[src/rtl/feature_channel_scheduler.sv]
// feature_channel_scheduler
// Round-robin scheduler that time-shares one abs-difference spike-feature
// datapath among NUM_CH sample requesters. Each accepted sample is
// differenced against the sample two positions earlier on the same channel.
// The difference is then compared against a runtime threshold. One tagged
// result is produced per accepted sample, two cycles after acceptance.
//
// Optional build macro: FEATURE_SCHED_REFRACT_EN
//   When it is defined, each channel gets a refractory counter. After a
//   reported hit, that counter suppresses further hits on the same channel
//   for REFRACT_CYC cycles.
module feature_channel_scheduler #(
    parameter int NUM_CH      = 4,
    parameter int DATA_W      = 16,
    parameter int REFRACT_CYC = 8
) (
    input  logic                        clk,
    input  logic                        rst,
    input  logic [NUM_CH-1:0]           req,
    input  logic [NUM_CH*DATA_W-1:0]    req_data,
    output logic [NUM_CH-1:0]           req_ack,
    input  logic                        cfg_enable,
    input  logic [NUM_CH-1:0]           cfg_ch_mask,
    input  logic [DATA_W-1:0]           cfg_thresh,
    output logic                        det_valid,
    output logic [$clog2(NUM_CH)-1:0]   det_ch,
    output logic                        det_hit
);

    localparam int CH_W = $clog2(NUM_CH);
    localparam int DW1  = DATA_W + 1;

    // Arbitration signals
    logic [NUM_CH-1:0]          w_elig;
    logic [NUM_CH-1:0]          w_grant;
    logic                       w_grant_any;
    logic [CH_W-1:0]            w_grant_idx;
    logic [CH_W-1:0]            w_cand;
    logic [CH_W-1:0]            r_ptr;

    // Per-channel sample view and history
    logic signed [DATA_W-1:0]   w_sample [NUM_CH];
    logic signed [DATA_W-1:0]   r_h0     [NUM_CH];
    logic signed [DATA_W-1:0]   r_h1     [NUM_CH];
    logic [1:0]                 r_warm   [NUM_CH];

    // Stage 1 registers
    logic                       r_v1;
    logic [CH_W-1:0]            r_ch1;
    logic                       r_warm_ok1;
    logic signed [DW1-1:0]      r_diff;

    // Datapath wires
    logic signed [DATA_W-1:0]   w_sel_sample;
    logic signed [DATA_W-1:0]   w_sel_h1;
    logic signed [DW1-1:0]      w_diff;
    logic                       w_gt;
    logic                       w_hit_raw;
    logic                       w_suppress;

    // Unpack the flat sample bus into one signed lane per channel
    generate
        for (genvar gi = 0; gi < NUM_CH; gi++) begin : g_unpack
            assign w_sample[gi] = $signed(req_data[gi*DATA_W +: DATA_W]);
        end
    endgenerate

    // Grants are suppressed during reset, so req_ack is 0 while rst is high
    assign w_elig  = req & cfg_ch_mask & {NUM_CH{cfg_enable & ~rst}};
    assign req_ack = w_grant;

    // Round-robin search that starts one past the last granted channel
    always_comb begin
        w_grant     = '0;
        w_grant_any = 1'b0;
        w_grant_idx = '0;
        w_cand      = '0;
        for (int k = 1; k <= NUM_CH; k++) begin
            w_cand = CH_W'((int'(r_ptr) + k) % NUM_CH);
            if (!w_grant_any && w_elig[w_cand]) begin
                w_grant[w_cand] = 1'b1;
                w_grant_any     = 1'b1;
                w_grant_idx     = w_cand;
            end
        end
    end

    // Select the granted channel's sample and its sample from two accepts ago.
    // Both are sign-extended to 17 bits, so the difference cannot overflow.
    always_comb begin
        w_sel_sample = w_sample[w_grant_idx];
        w_sel_h1     = r_h1[w_grant_idx];
        w_diff       = $signed({w_sel_sample[DATA_W-1], w_sel_sample})
                     - $signed({w_sel_h1[DATA_W-1], w_sel_h1});
    end

    // The pointer advances only when a grant is issued; after reset channel 0 wins first
    always_ff @(posedge clk) begin
        if (rst) begin
            r_ptr <= CH_W'(NUM_CH - 1);
        end else if (w_grant_any) begin
            r_ptr <= w_grant_idx;
        end
    end

    // Stage 1: update history on the accept edge and register the difference
    always_ff @(posedge clk) begin
        if (rst) begin
            for (int i = 0; i < NUM_CH; i++) begin
                r_h0[i]   <= '0;
                r_h1[i]   <= '0;
                r_warm[i] <= 2'd0;
            end
            r_v1       <= 1'b0;
            r_ch1      <= '0;
            r_warm_ok1 <= 1'b0;
            r_diff     <= '0;
        end else begin
            r_v1  <= w_grant_any;
            r_ch1 <= w_grant_idx;
            if (w_grant_any) begin
                r_diff              <= w_diff;
                r_h0[w_grant_idx]   <= w_sel_sample;
                r_h1[w_grant_idx]   <= r_h0[w_grant_idx];
                r_warm_ok1          <= (r_warm[w_grant_idx] == 2'd2);
                if (r_warm[w_grant_idx] != 2'd2) begin
                    r_warm[w_grant_idx] <= r_warm[w_grant_idx] + 2'd1;
                end
            end
        end
    end

    // Only positive excursions above the unsigned threshold count as crossings
    assign w_gt      = (r_diff > $signed({1'b0, cfg_thresh}));
    assign w_hit_raw = r_v1 & r_warm_ok1 & w_gt;

`ifdef FEATURE_SCHED_REFRACT_EN
    logic [NUM_CH-1:0][7:0] r_refr;

    assign w_suppress = (r_refr[r_ch1] != 8'd0);

    // A hit that is actually reported reloads its channel's counter. A load
    // takes priority over the countdown.
    always_ff @(posedge clk) begin
        if (rst) begin
            r_refr <= '0;
        end else begin
            for (int i = 0; i < NUM_CH; i++) begin
                if (w_hit_raw && !w_suppress && (r_ch1 == CH_W'(i))) begin
                    r_refr[i] <= 8'(REFRACT_CYC);
                end else if (r_refr[i] != 8'd0) begin
                    r_refr[i] <= r_refr[i] - 8'd1;
                end
            end
        end
    end
`else
    assign w_suppress = 1'b0;
`endif

    // Stage 2: tagged result strobe
    always_ff @(posedge clk) begin
        if (rst) begin
            det_valid <= 1'b0;
            det_ch    <= '0;
            det_hit   <= 1'b0;
        end else begin
            det_valid <= r_v1;
            det_ch    <= r_ch1;
            det_hit   <= w_hit_raw & ~w_suppress;
        end
    end

endmodule

[config.mk]
export PLATFORM = sky130hd
export DESIGN_NAME = feature_channel_scheduler
export DESIGN_NICKNAME = d
export VERILOG_FILES = /design/src/rtl/feature_channel_scheduler.sv
export SDC_FILE = /design/constraint.sdc
export NUM_CORES = 1
export LEC_CHECK = 0
export CORE_MARGIN = 5
export CORE_UTILIZATION = 45
export CTS_CLUSTER_SIZE = 12
export DETAILED_ROUTE_END_ITERATION = 10
export PLACE_DENSITY = 0.72
export REMOVE_ABC_BUFFERS = 1
export SYNTH_ARGS = -nofsm -noshare
export SYNTH_HDL_FRONTEND = slang
export SYNTH_SLANG_ARGS = --single-unit
[constraint.sdc]
create_clock -name clk -period 9.72 [get_ports clk]
set_input_delay 0.972 -clock clk [delete_from_list [all_inputs] [get_ports clk]]
set_output_delay 0.972 -clock clk [all_outputs]
set_load 0.05 [all_outputs]
Word-level counts from Yosys, hierarchy flattened
Memory sizes are Yosys's and may differ from the RTL's.
Cells that the tools add are included.

word-level totals
  RAM bits = 136
  bits in registers = 27
  logic and storage cells = 101
  memories = 3
  output and inout port bits = 8
  input port bits = 91

memories
  memory  depth  bits a word  read ports  clocked after memory_dff  write ports  line  text
  r_h0    4      16           1           0                         4            43    logic signed [DATA_W-1:0] r_h0 [NUM_CH];
  r_h1    4      16           1           0                         4            44    logic signed [DATA_W-1:0] r_h1 [NUM_CH];
  r_warm  4      2            1           0                         4            45    logic [1:0] r_warm [NUM_CH];

operators by class
  bitwise logic cells = 10
  $lt $le $gt $ge = 10
  equal/unequal tests = 2
  add/subtract/negate cells = 6
  muxes and demuxes = 49
  reductions and logical operators = 13

operators by type and width
  cell                                                        number
  2-to-1 mux 16 bit                                           4
  binary-select mux 16 bit (select 2 bit)                     1
  OR reduction 16 bit                                         2
  2-to-1 mux 1 bit                                            24
  greater-than comparator 17 bit                              1
  subtractor 16 x 16 -> 17 bit                                1
  2-to-1 mux 2 bit                                            8
  2-to-1 mux 4 bit                                            4
  less-than comparator 2 x 3 -> 1 bit, second input constant  4
  bitwise OR 4 bit                                            3
  AND 4 bit                                                   2
  binary-select mux 1 bit (select 2 bit)                      4
  demux 1 bit (select 2 bit)                                  4
  >= comparator 2 x 1 -> 1 bit, second input constant         4
  logical AND 1 bit                                           7
  adder 2 x 1 -> 2 bit, second input constant                 3
  adder 2 bit, second input constant                          2
  AND 1 bit                                                   3
  >= comparator 3 bit, second input constant                  1
  zero test 1 bit                                             3
  inverter 2 -> 3 bit                                         1
  equality test 2 bit, second input constant                  1
  inequality test 2 bit, second input constant                1
  OR reduction 2 bit                                          1
  inverter 1 bit                                              1

Depth between registers and ports, before layout
Gate-level depths: netlist of the first run.
An unclocked memory read counts as a cell.

  depth after elaboration = 23
  mapped depth = 23
  gate-level depth less buffers = 20

Worst setup path before layout of the first run
Ideal clock, no wire load.

  path kind = input-to-reg
  start = input rst
  end = register r_diff[14]
  library setup time = 0.130 ns
  data required time = 9.590 ns
  buffers on the path = 2
  slack = 4.562 ns
  stages on the path = 20
  arrival time = 5.028 ns
  cell sequence = buf_2 > nand4b_1 > mux4_2 > o21bai_4 > xnor2_4 > nand2_4 > inv_4 > buf_4 > mux2_1 > o21ai_1 > ha_1 > inv_1 > fa_1 > a21o_1 > a31oi_1 > o21ai_0 > a211o_1 > a2111o_1 > a311oi_1 > o31ai_1

between the ends
  cells in the longest elaborated chain, start to end = 20
  elaborated cells on any way between the ends = 31
  those cells by class = add/sub (1); mux (19); bitwise (4); reduce/logical (6); memory (1)

ends and longest elaborated chain
  element                                                line  text
  from (decl)                                            18    input logic rst,
  inverter 1 bit                                         69    assign w_elig = req & cfg_ch_mask & {NUM_CH{cfg_enable & ~rst}};
  AND 1 bit                                              69
  AND 4 bit                                              69
  binary-select mux 1 bit (select 2 bit)                 80    if (!w_grant_any && w_elig[w_cand]) begin
  2-to-1 mux 1 bit (implied by the code)                 80
  2-to-1 mux 1 bit                                       80
  zero test 1 bit                                        80
  logical AND 1 bit                                      80
  (+3 left out)                                          n/a
  2-to-1 mux 1 bit                                       80
  zero test 1 bit                                        80
  logical AND 1 bit                                      80
  2-to-1 mux 2 bit                                       80
  inverter 2 -> 3 bit (implied by the code)              91    w_sel_sample = w_sample[w_grant_idx];
  binary-select mux 16 bit (select 2 bit)                91
  2-to-1 mux 16 bit (implied by the code) (2 in series)  91
  subtractor 16 x 16 -> 17 bit                           94    - $signed({w_sel_h1[DATA_W-1], w_sel_h1});
  to (signal assigned)                                   122   r_diff <= w_diff;
  to (decl)                                              51    logic signed [DW1-1:0] r_diff;

Several ways; a longest one is shown, not always the timed one. The select of a mux whose other input is x is not followed.
A chain may end at the register's enable or synchronous reset.

Worst setup path after layout of the first run
Ends and elaborated chain as after synthesis.

==> results of run 1 <==
[synth_stat cells (8+ instances only)]
cell type	count	area, um2
and3_1	75	469.2
nor2_1	15	56.30
a211oi_1	33	247.7
a31o_1	15	131.4
a31oi_1	21	131.4
dfxtp_1	27	540.5
edfxtp_1	136	4084
nor2b_1	24	150.1
o21ai_0	27	135.1
and2_1	48	300.3
clkbuf_1	23	86.33
a21oi_1	22	110.1
nand3_1	25	125.1
a22oi_1	8	60.06
ha_1	41	513.0
mux2i_1	40	400.4
inv_1	26	97.59
nand2_1	108	405.4
buf_2	28	140.1
o22ai_1	8	50.05
nor3_1	9	45.04
a211oi_2	25	312.8
[state kept, by name, summed over array words and instances (netlist names)]
signal      flops
r_warm          8
det_ch          2
det_hit         1
r_ch1           2
r_h0           64
r_ptr           2
det_valid       1
r_v1            1
r_warm_ok1      1
r_h1           64
r_diff         17
[cell families after synthesis]
group / count (synthesis) / synth area share, %
flops: 163 / 49.18
xor+xnor: 14 / 1.504
mux: 45 / 5.216
fa+ha+maj: 42 / 5.669
simple gates: 329 / 18.58
compound gates: 192 / 15.34
buf+inv: 92 / 4.511
[worst paths after layout]
check	from	end	slack, ns
worst max-delay path	rst	r_diff[14]	2.98
worst min-delay path	r_ch1[0]	det_ch[0]	0.45
worst max register to register	r_ptr[0]	r_diff[14]	3.31
worst min register to register	r_ch1[0]	det_ch[0]	0.45
[power by group]
group / switching (mW) / internal, mW / total [mW] / leakage (nW)
clock network: 0.264 / 0.397 / 0.661 / 0.287
logic: 0.484 / 0.325 / 0.809 / 2.49
registers: 0.0479 / 0.877 / 0.925 / 1.63
[metal layers]
layer | wire [um] | global-route usage (%)
met4 | 346 | 6.602
met2 | 11500 | 33.13
met3 | 1239 | 2.515
met1 | 9913 | 25.07
met5 | 0 | 0
[cell type report]
cell class | instances | area share (%)
Tap cell | 270 | 3.036
Clock inverter | 9 | 0.9447
Inverter | 31 | 1.068
Timing Repair Buffer | 110 | 9.627
Multi-Input combinational cell | 622 | 39.46
Sequential cell | 163 | 41.57
Clock buffer | 23 | 4.296
==> qor.txt, run 1 <==
CTS tree -> done
Wirelength, routed -> 23000 um
Post-CTS Setup Bufs -> 0
Most frequent cells in the layout -> edfxtp_1 (136), nand2_1 (108), clkdlybuf4s50_1 (98), and3_1 (75), and2_1 (48)
Synth Register Bits -> 163
Fin worst setup slack -> 2.984 ns
Largest net degree at the start of global routing -> 93
Crit. End Element -> register
Post-synthesis sequential area ratio -> 49.18%
Final Cycle Share -> 69.30%
Worst-path clk slew -> 0.06 ns
Number of placed I/O pins -> 99
Hold Path Class -> register to register
Die ar. -> 23890 um2
Highest-delay cell along the critical path -> clkdlybuf4s50_1
Unrepaired setup endpoints after global routing -> false
Clk buf depth -> 2
Maximum vdd drop -> 141.7 uV
R2R depth -> 19
Post-synth EDFFs -> 136
Routability cong. -> 0.8635
Fin. Hold Viols -> 0
CTS Hold Bufs -> 0
Max Slew Vio Count -> 0
Drt pass-1 iters -> 5
Synthesized instance count -> 877
Initial Util -> 46.03%
Headroom to the max-slew limit -> 33.66%
CP max stage delay -> 0.72 ns
MaxCap Viol Count -> 0
Skew final -> 0.01234 ns
Row cnt -> 52
Power density over the cells -> 215.3 nW/um2
Period minus WS final -> 6.736 ns
HPWL Detailed -> 14470 um
Later-pin clock latency in the skew report -> 0.43 ns
CP Max Fanout -> 92
# DRC -> 0
CP bufs+invs -> 3
Final net count -> 1078
Post-route cell area -> 11130 um2
Worst endpoint required time -> 10.00 ns
Most common cell after layout, fill and taps aside -> edfxtp_1
ANT cells -> 0
Place WS -> 2.599 ns
Register area -> 4624 um2
Area of the multi-input gates -> 4390 um2
Initial antenna violation count -> 0
Crit. path cell count -> 19
Die H -> 154.6 um
Final worst hold slack -> 0.4462 ns
LEAKAGE -> 4.404 nW
CP delay by family, top -> compound AO/OA/AOI/OAI gates
Post-CTS Resized -> 0
ANT nets after route -> 0
Total Neg Setup Slack -> 0 ns
WL/cell -> 18.73 um
Crit path DAT -> 7.02 ns
Die X -> 154.6 um
Worst-margin pin slew -> 0.9951 ns
First-pass GRT wire length -> 36650 um
Vias -> 7108
CTS Root Cell -> clkbuf_16
Synth Cell Area -> 9403 um2
Library cells used by synthesis -> 62
PortBufs -> 98
Num CTS Buffers -> 17
Path type of the worst setup path -> primary input to register
Max H-tree Level -> 4
# fillers -> 1790
Worst-path cell chain -> clkdlybuf4s50_1 > and4b_1 > mux4_2 > o21bai_4 > xnor2_4 > nand2_4 > inv_4 > mux2_1 > o21ai_1 > ha_1 > inv_1 > fa_1 > a21o_1 > a31oi_1 > o21ai_0 > a211o_1 > a2111o_1 > a311oi_1 > o31ai_1
GRT Total Usage -> 19.24%
Crit start category -> primary input
Vias per inst -> 5.788
Hold path depth -> 1
Syn avg cell area -> 10.72 um2
Placed cells -> 1196
Finished Layout Cells -> 1228
Final design utilization -> 54.46%
Run status -> complete, no violations
Syn-to-layout area delta -> 18.32%
DRT iter0 DRCs -> 537
Vias in the first global route -> 7025
Tot Pwr -> 2.395 mW
Share of post-route cells with drive strength above 1 -> 8.873%
Syn. warnings -> 0
Fmax -> 148.5 MHz
Core Footprint -> 20430 um2
Synth Flop Type -> edfxtp_1
FFs w/ async S/R, synth -> 0%
Sink Count -> 163
Dpl cell area -> 10540 um2
Overflow after GRT -> 0
# setup viols final -> 0
Power figures use the tool's default switching activity.
==> inputs of run 2 (changes only) <==
clock period = 6.8 ns   (was 9.72 ns; I/O delays follow)
==> run 2 against run 1 <==
Against the previous run: final area increased by 0.66%; sequential power is 44% higher; sequential share of layout area fell by 0.27 points; worst hold slack better by 0.0062 ns; final cell count is 0.49% higher; clock power rose by 46%; global-route usage rose by 0.074 points; utilization grew 0.36 points; combinational power increased by 46%; largest power group unchanged.
==> qor.txt, run 2 (same netlist as run 1, synthesis figures left out) <==
Wirelength, routed -> 23110 um (+0.46%)
Regs by FF count -> r_h0 x64, r_h1 x64, r_diff x17
Largest net degree at the start of global routing -> 76 (-18%)
ANT cells -> 0 (unchanged)
Total Neg Setup Slack -> 0 ns (unchanged)
Place WS -> 0.6408 ns (-1.958 ns)
First-pass GRT wire length -> 36190 um (-1.2%)
Comb pwr share -> 34.0% (+0.2 points)
Later-pin clock latency in the skew report -> 0.44 ns (about the same)
Most common cell after layout, fill and taps aside -> edfxtp_1
Overflow after GRT -> 0 (unchanged)
Row cnt -> 52 (unchanged)
Vias in the first global route -> 6804 (-3.1%)
Flop pwr share -> 38.3% (-0.3 points)
MaxCap Viol Count -> 0 (unchanged)
Worst-path cell chain -> clkdlybuf4s50_1 > and4b_1 > mux4_2 > o21bai_4 > xnor2_4 > nand2_4 > inv_4 > buf_12 > and2_1 > a211oi_2 > a31oi_1 > fa_1 > a21o_1 > a31oi_1 > o21ai_0 > a211o_1 > a2111o_1 > a311oi_1 > o31ai_1
Run status -> complete, no violations
Sw Share -> 33.81% (+0.60 points)
Crit. End Element -> register
Unrepaired setup endpoints after global routing -> false
Internal power -> 2.296 mW (+44%)
Hold Path Class -> register to register
Reg2reg start -> r_ptr[0]
LEAKAGE -> 4.449 nW (+1.0%)
Vias per inst -> 5.685 (-1.8%)
Final net count -> 1084 (+0.56%)
Post-CTS Resized -> 0 (unchanged)
Fmax -> 173.7 MHz
Post-CTS Setup Bufs -> 0 (unchanged)
CP Max Fanout -> 75 (-18%)
Worst-margin pin slew -> 1.060 ns (+0.06470 ns)
CP delay by family, top -> compound AO/OA/AOI/OAI gates
Clk buf depth -> 2 (unchanged)
WL/cell -> 18.72 um (about the same)
Final worst hold slack -> 0.4524 ns (+0.006205 ns)
Maximum vdd drop -> 195.3 uV (+38%)
Finished Layout Cells -> 1234 (+0.49%)
RR Endpoint -> r_diff[14]
Clock network power share -> 27.7% (about the same)
Period minus WS final -> 5.756 ns
Path type of the worst setup path -> primary input to register
HPWL Detailed -> 15600 um (+7.8%)
Max H-tree Level -> 4 (unchanged)
Core Footprint -> 20430 um2 (unchanged)
Placed cells -> 1202 (+0.50%)
Highest-delay cell along the critical path -> clkdlybuf4s50_1
Share of post-route cells with drive strength above 1 -> 9.647% (+0.77 points)
Max Slew Vio Count -> 0 (unchanged)
# setup viols final -> 0 (unchanged)
Worst endpoint required time -> 7.09 ns (-2.91 ns)
Fin worst setup slack -> 1.044 ns (-1.941 ns)
Skew final -> 0.01061 ns (-0.001731 ns)
# DRC -> 0 (unchanged)
Number of placed I/O pins -> 99 (unchanged)
Worst path most repeated cell -> a31oi_1
Worst-path clk slew -> 0.07 ns (about the same)
ANT nets after route -> 0 (unchanged)
Minimum setup slack among reg-to-reg paths -> 1.07 ns (-2.24 ns)
Tot Pwr -> 3.469 mW (+45%)
Die H -> 154.6 um (unchanged)
Hold path depth -> 2 (+1)
R2R depth -> 19 (unchanged)
Syn-to-layout area delta -> 19.11%
Initial Util -> 46.03% (unchanged)
Routability cong. -> 0.8859 (+2.6%)
Most frequent cells in the layout -> edfxtp_1 (136), nand2_1 (108), clkdlybuf4s50_1 (98), and3_1 (75), and2_1 (48)
CP max stage delay -> 0.72 ns (about the same)
Power density over the cells -> 309.7 nW/um2 (+44%)
Headroom to the max-slew limit -> 29.34% (-4.3 points)
Die ar. -> 23890 um2 (unchanged)
Drt pass-1 iters -> 5 (unchanged)
Vias -> 7015 (-1.3%)
Initial antenna violation count -> 0 (unchanged)
Dpl cell area -> 10600 um2 (+0.55%)
PortBufs -> 98 (unchanged)
Hold Path End -> r_warm_ok1
Final Cycle Share -> 84.65%
Net switching power -> 1.173 mW (+47%)
Hold path start -> r_warm_ok1
Post-route cell area -> 11200 um2 (+0.66%)
GRT Total Usage -> 19.31% (+0.074 points)
CTS tree -> done
Num CTS Buffers -> 17 (unchanged)
Sink Count -> 163 (unchanged)
Die X -> 154.6 um (unchanged)
Crit start category -> primary input
Final design utilization -> 54.82% (+0.36 points)
Fin. Hold Viols -> 0 (unchanged)
CTS Root Cell -> clkbuf_16
CP bufs+invs -> 3 (unchanged)
CTS Hold Bufs -> 0 (unchanged)
DRT iter0 DRCs -> 492 (-8.4%)
Crit path DAT -> 6.04 ns (-0.98 ns)
[run 2: changes by cell type in the layout (fill, tap and decap cells not counted), sizes merged]
| cell | change |
|---|---|
| clkinv | +2 |
| bufinv | -1 |
| buf | +6 |
| clkbuf | -2 |
| clkinvlp | -1 |
| inv | +2 |
[run 2: worst reg2reg max path: stages (launching register included)]
cell and delay, ns:
dfxtp_1 0.72, inv_2 0.26, ha_1 0.44, mux4_2 0.43, o21bai_4 0.25, xnor2_4 0.17
nand2_4 0.22, inv_4 0.10, buf_12 0.21, and2_1 0.23, a211oi_2 0.26, a31oi_1 0.12
fa_1 0.51, a21o_1 0.23, a31oi_1 0.16, o21ai_0 0.21, a211o_1 0.32, a2111o_1 0.40
a311oi_1 0.28, o31ai_1 0.09
[run 2: layout make-up]
| class | instances | area, um2 |
|---|---|---|
| fill | 1798 | 9230 |
| sequential | 163 | 4624 |
| multi-input combinational | 622 | 4390 |
| timing repair buffer | 116 | 1129 |
| clock buffer | 21 | 503.0 |
| tap | 270 | 337.8 |
| inverter | 31 | 118.9 |
| clock inverter | 11 | 96.34 |
[run 2: routing by layer]
metal  vias up  track usage, %  part of all wire [%]
met5         -               0                     0
met4         0           7.149                   2.2
met3        34           3.604                   5.4
met2       228           32.32                    48
met1      3341           25.04                    44
li1       3412               -                     -
[run 2: worst max path at each step]
stage	start	endpoint	slack (ns)	depth (start not counted)
floorplan	rst	r_diff[14]	-2.13	17
global placement	rst	r_diff[14]	0.80	19
detailed placement	rst	r_diff[14]	0.64	19
CTS	rst	r_diff[14]	1.08	19
global route	r_ptr[0]	r_diff[14]	0.65	19
finish	rst	r_diff[14]	1.04	19
[run 2: power by group through the flow]
stage          combinational (mW)  sequential, mW  clock (mW)
2_1_floorplan               0.835            1.33           0
3_3_place_gp                 1.15            1.34           0
3_5_place_dp                 1.17            1.35           0
4_1_cts                      1.18            1.33       0.968
5_1_grt                      1.30            1.34        1.01
6_report                     1.18            1.33       0.962
==> inputs of run 3 (changes only) <==
PLACE_DENSITY = 0.74   (was 0.72)
clock period = 5 ns   (was 6.8 ns; I/O delays follow)
==> run 3 against run 2 <==
Against the previous run: sequential power increased by 35%; sequential share of layout area decreased by 2.0 points; critical path type unchanged; critical path depth increased by 1; die area unchanged; final area increased by 5.1%; flip-flop and latch count unchanged; setup slack got worse by 0.76 ns; worst hold slack got worse by 0.013 ns.
==> qor.txt, run 3 (same netlist as run 1, synthesis figures left out) <==
Vias per inst -> 5.668 (-0.30%)
MaxCap Viol Count -> 0 (unchanged)
Run status -> complete, no violations
CP delay by family, top -> compound AO/OA/AOI/OAI gates
Largest net degree at the start of global routing -> 59 (-22%)
Post-CTS Resized -> 0 (unchanged)
CTS tree -> done
Drt pass-1 iters -> 5 (unchanged)
DRT iter0 DRCs -> 549 (+12%)
Worst-path clk slew -> 0.06 ns (about the same)
CTS Hold Bufs -> 0 (unchanged)
Row cnt -> 52 (unchanged)
Layer with the highest usage -> met2
Number of placed I/O pins -> 99 (unchanged)
Worst-margin pin slew -> 0.7892 ns (-0.2706 ns)
Regs by FF count -> r_h0 x64, r_h1 x64, r_diff x17
Syn-to-layout area delta -> 25.19%
Worst endpoint required time -> 5.28 ns (-1.81 ns)
Max Slew Vio Count -> 0 (unchanged)
First-pass GRT wire length -> 38120 um (+5.3%)
Maximum vdd drop -> 284.2 uV (+46%)
Vias -> 7334 (+4.5%)
Crit start category -> primary input
Tot Pwr -> 5.039 mW (+45%)
Die X -> 154.6 um (unchanged)
WL/cell -> 18.54 um (-0.96%)
Most common cell after layout, fill and taps aside -> edfxtp_1
Final net count -> 1144 (+5.5%)
Num CTS Buffers -> 17 (unchanged)
Unrepaired setup endpoints after global routing -> false
CTS Root Cell -> clkbuf_16
Crit path DAT -> 5.00 ns (-1.04 ns)
Met1 usage -> 26.73% (+1.7 points)
# DRC -> 0 (unchanged)
Post-CTS Setup Bufs -> 0 (unchanged)
Wirelength, routed -> 24000 um (+3.9%)
Skew final -> 0.008092 ns (-0.002516 ns)
Initial antenna violation count -> 0 (unchanged)
Highest-delay cell along the critical path -> mux4_2
Sink Count -> 163 (unchanged)
LEAKAGE -> 4.795 nW (+7.8%)
Period minus WS final -> 4.717 ns
HPWL Detailed -> 16450 um (+5.4%)
Max H-tree Level -> 4 (unchanged)
Routability cong. -> 0.8681 (-2.0%)
Power density over the cells -> 428.1 nW/um2 (+38%)
Post-route cell area -> 11770 um2 (+5.1%)
Hold Path Class -> register to register
# setup viols final -> 0 (unchanged)
Dpl cell area -> 11120 um2 (+4.9%)
CP max stage delay -> 0.52 ns (-0.20 ns)
Fin. Hold Viols -> 0 (unchanged)
Overflow after GRT -> 0 (unchanged)
Worst path most repeated cell -> a31oi_1
Share of post-route cells with drive strength above 1 -> 14.84% (+5.2 points)
CP Max Fanout -> 7 (-91%)
Path type of the worst setup path -> primary input to register
Core Footprint -> 20430 um2 (unchanged)
Grt met3 use -> 3.018% (-0.59 points)
Total Neg Setup Slack -> 0 ns (unchanged)
Vias in the first global route -> 7263 (+6.7%)
Die H -> 154.6 um (unchanged)
GRT Total Usage -> 20.04% (+0.73 points)
Fmax -> 212.0 MHz
Die ar. -> 23890 um2 (unchanged)
Worst-path cell chain -> clkdlybuf4s50_1 > and4b_1 > mux4_2 > buf_4 > nor2_2 > a31oi_1 > a211o_4 > inv_2 > o211ai_1 > o21ai_1 > ha_1 > inv_1 > fa_1 > a21o_1 > a31oi_1 > o21ai_0 > a211o_1 > a2111o_1 > a311oi_2 > o31ai_1
Initial Util -> 46.03% (unchanged)
Grt met2 use -> 33.92% (+1.6 points)
ANT nets after route -> 0 (unchanged)
Crit. End Element -> register
PortBufs -> 98 (unchanged)
ANT cells -> 0 (unchanged)
Clk buf depth -> 2 (unchanged)
Headroom to the max-slew limit -> 47.10% (+18 points)
Final Cycle Share -> 94.35%
Most frequent cells in the layout -> edfxtp_1 (136), nand2_1 (108), clkdlybuf4s50_1 (96), and3_1 (75), buf_4 (72)
CP bufs+invs -> 4 (+1)
Later-pin clock latency in the skew report -> 0.43 ns (about the same)
## run 3: cell count changes in the layout (fill, tap and decap cells not counted), moves of 2 or more
cell / previous run / this run
buf_12: 1 / 6
buf_4: 17 / 72
bufinv_16: 1 / 5
clkbuf_1: 0 / 2
clkbuf_16: 19 / 17
clkbuf_8: 2 / 0
clkdlybuf4s50_1: 98 / 96
dlymetal6s2s_1: 0 / 2
inv_4: 3 / 1
## run 3: final cells by class
type                    instances  area [um2]
well taps                     270       337.8
clock buffers                  19       432.9
clock inverters                13       206.4
multi-input cells             622        4404
flip-flops and latches        163        4624
inverters                      31       118.9
repair buffers                176        1647
fillers                      1724        8658
## run 3: final timing paths
path              startpoint         end  slack, ns  cells past startpoint
setup reg to reg    r_ptr[0]  r_diff[14]       0.34                     20
hold / removal      r_ch1[0]   det_ch[0]       0.44                      1
setup / recovery      req[1]  r_diff[14]       0.28                     20
hold reg to reg     r_ch1[0]   det_ch[0]       0.44                      1
## run 3: stage by stage
stage,instances,setup slack (ns),utilization [%],hold slack (ns)
2_1_floorplan,816,-3.752,-,0.4138
3_3_place_gp,1262,-0.2160,54.43,0.4251
3_5_place_dp,1262,-0.3338,54.43,0.4309
4_1_cts,1294,0.09802,57.56,0.4472
5_1_grt,1294,0.03483,57.62,0.4586
6_report,1294,0.2825,57.62,0.4390
## run 3: per-layer routing
metal	up-vias	part of all wire (%)
met2	227	49
met1	3539	45
met3	33	5.2
met5	-	0
li1	3535	-
met4	0	1.7
## run 3: where the power goes
part,internal [mW],switching (mW)
Sequential,1.70,0.0889
Clock,0.886,0.532
Combinational,0.793,1.03
Total,3.38,1.66
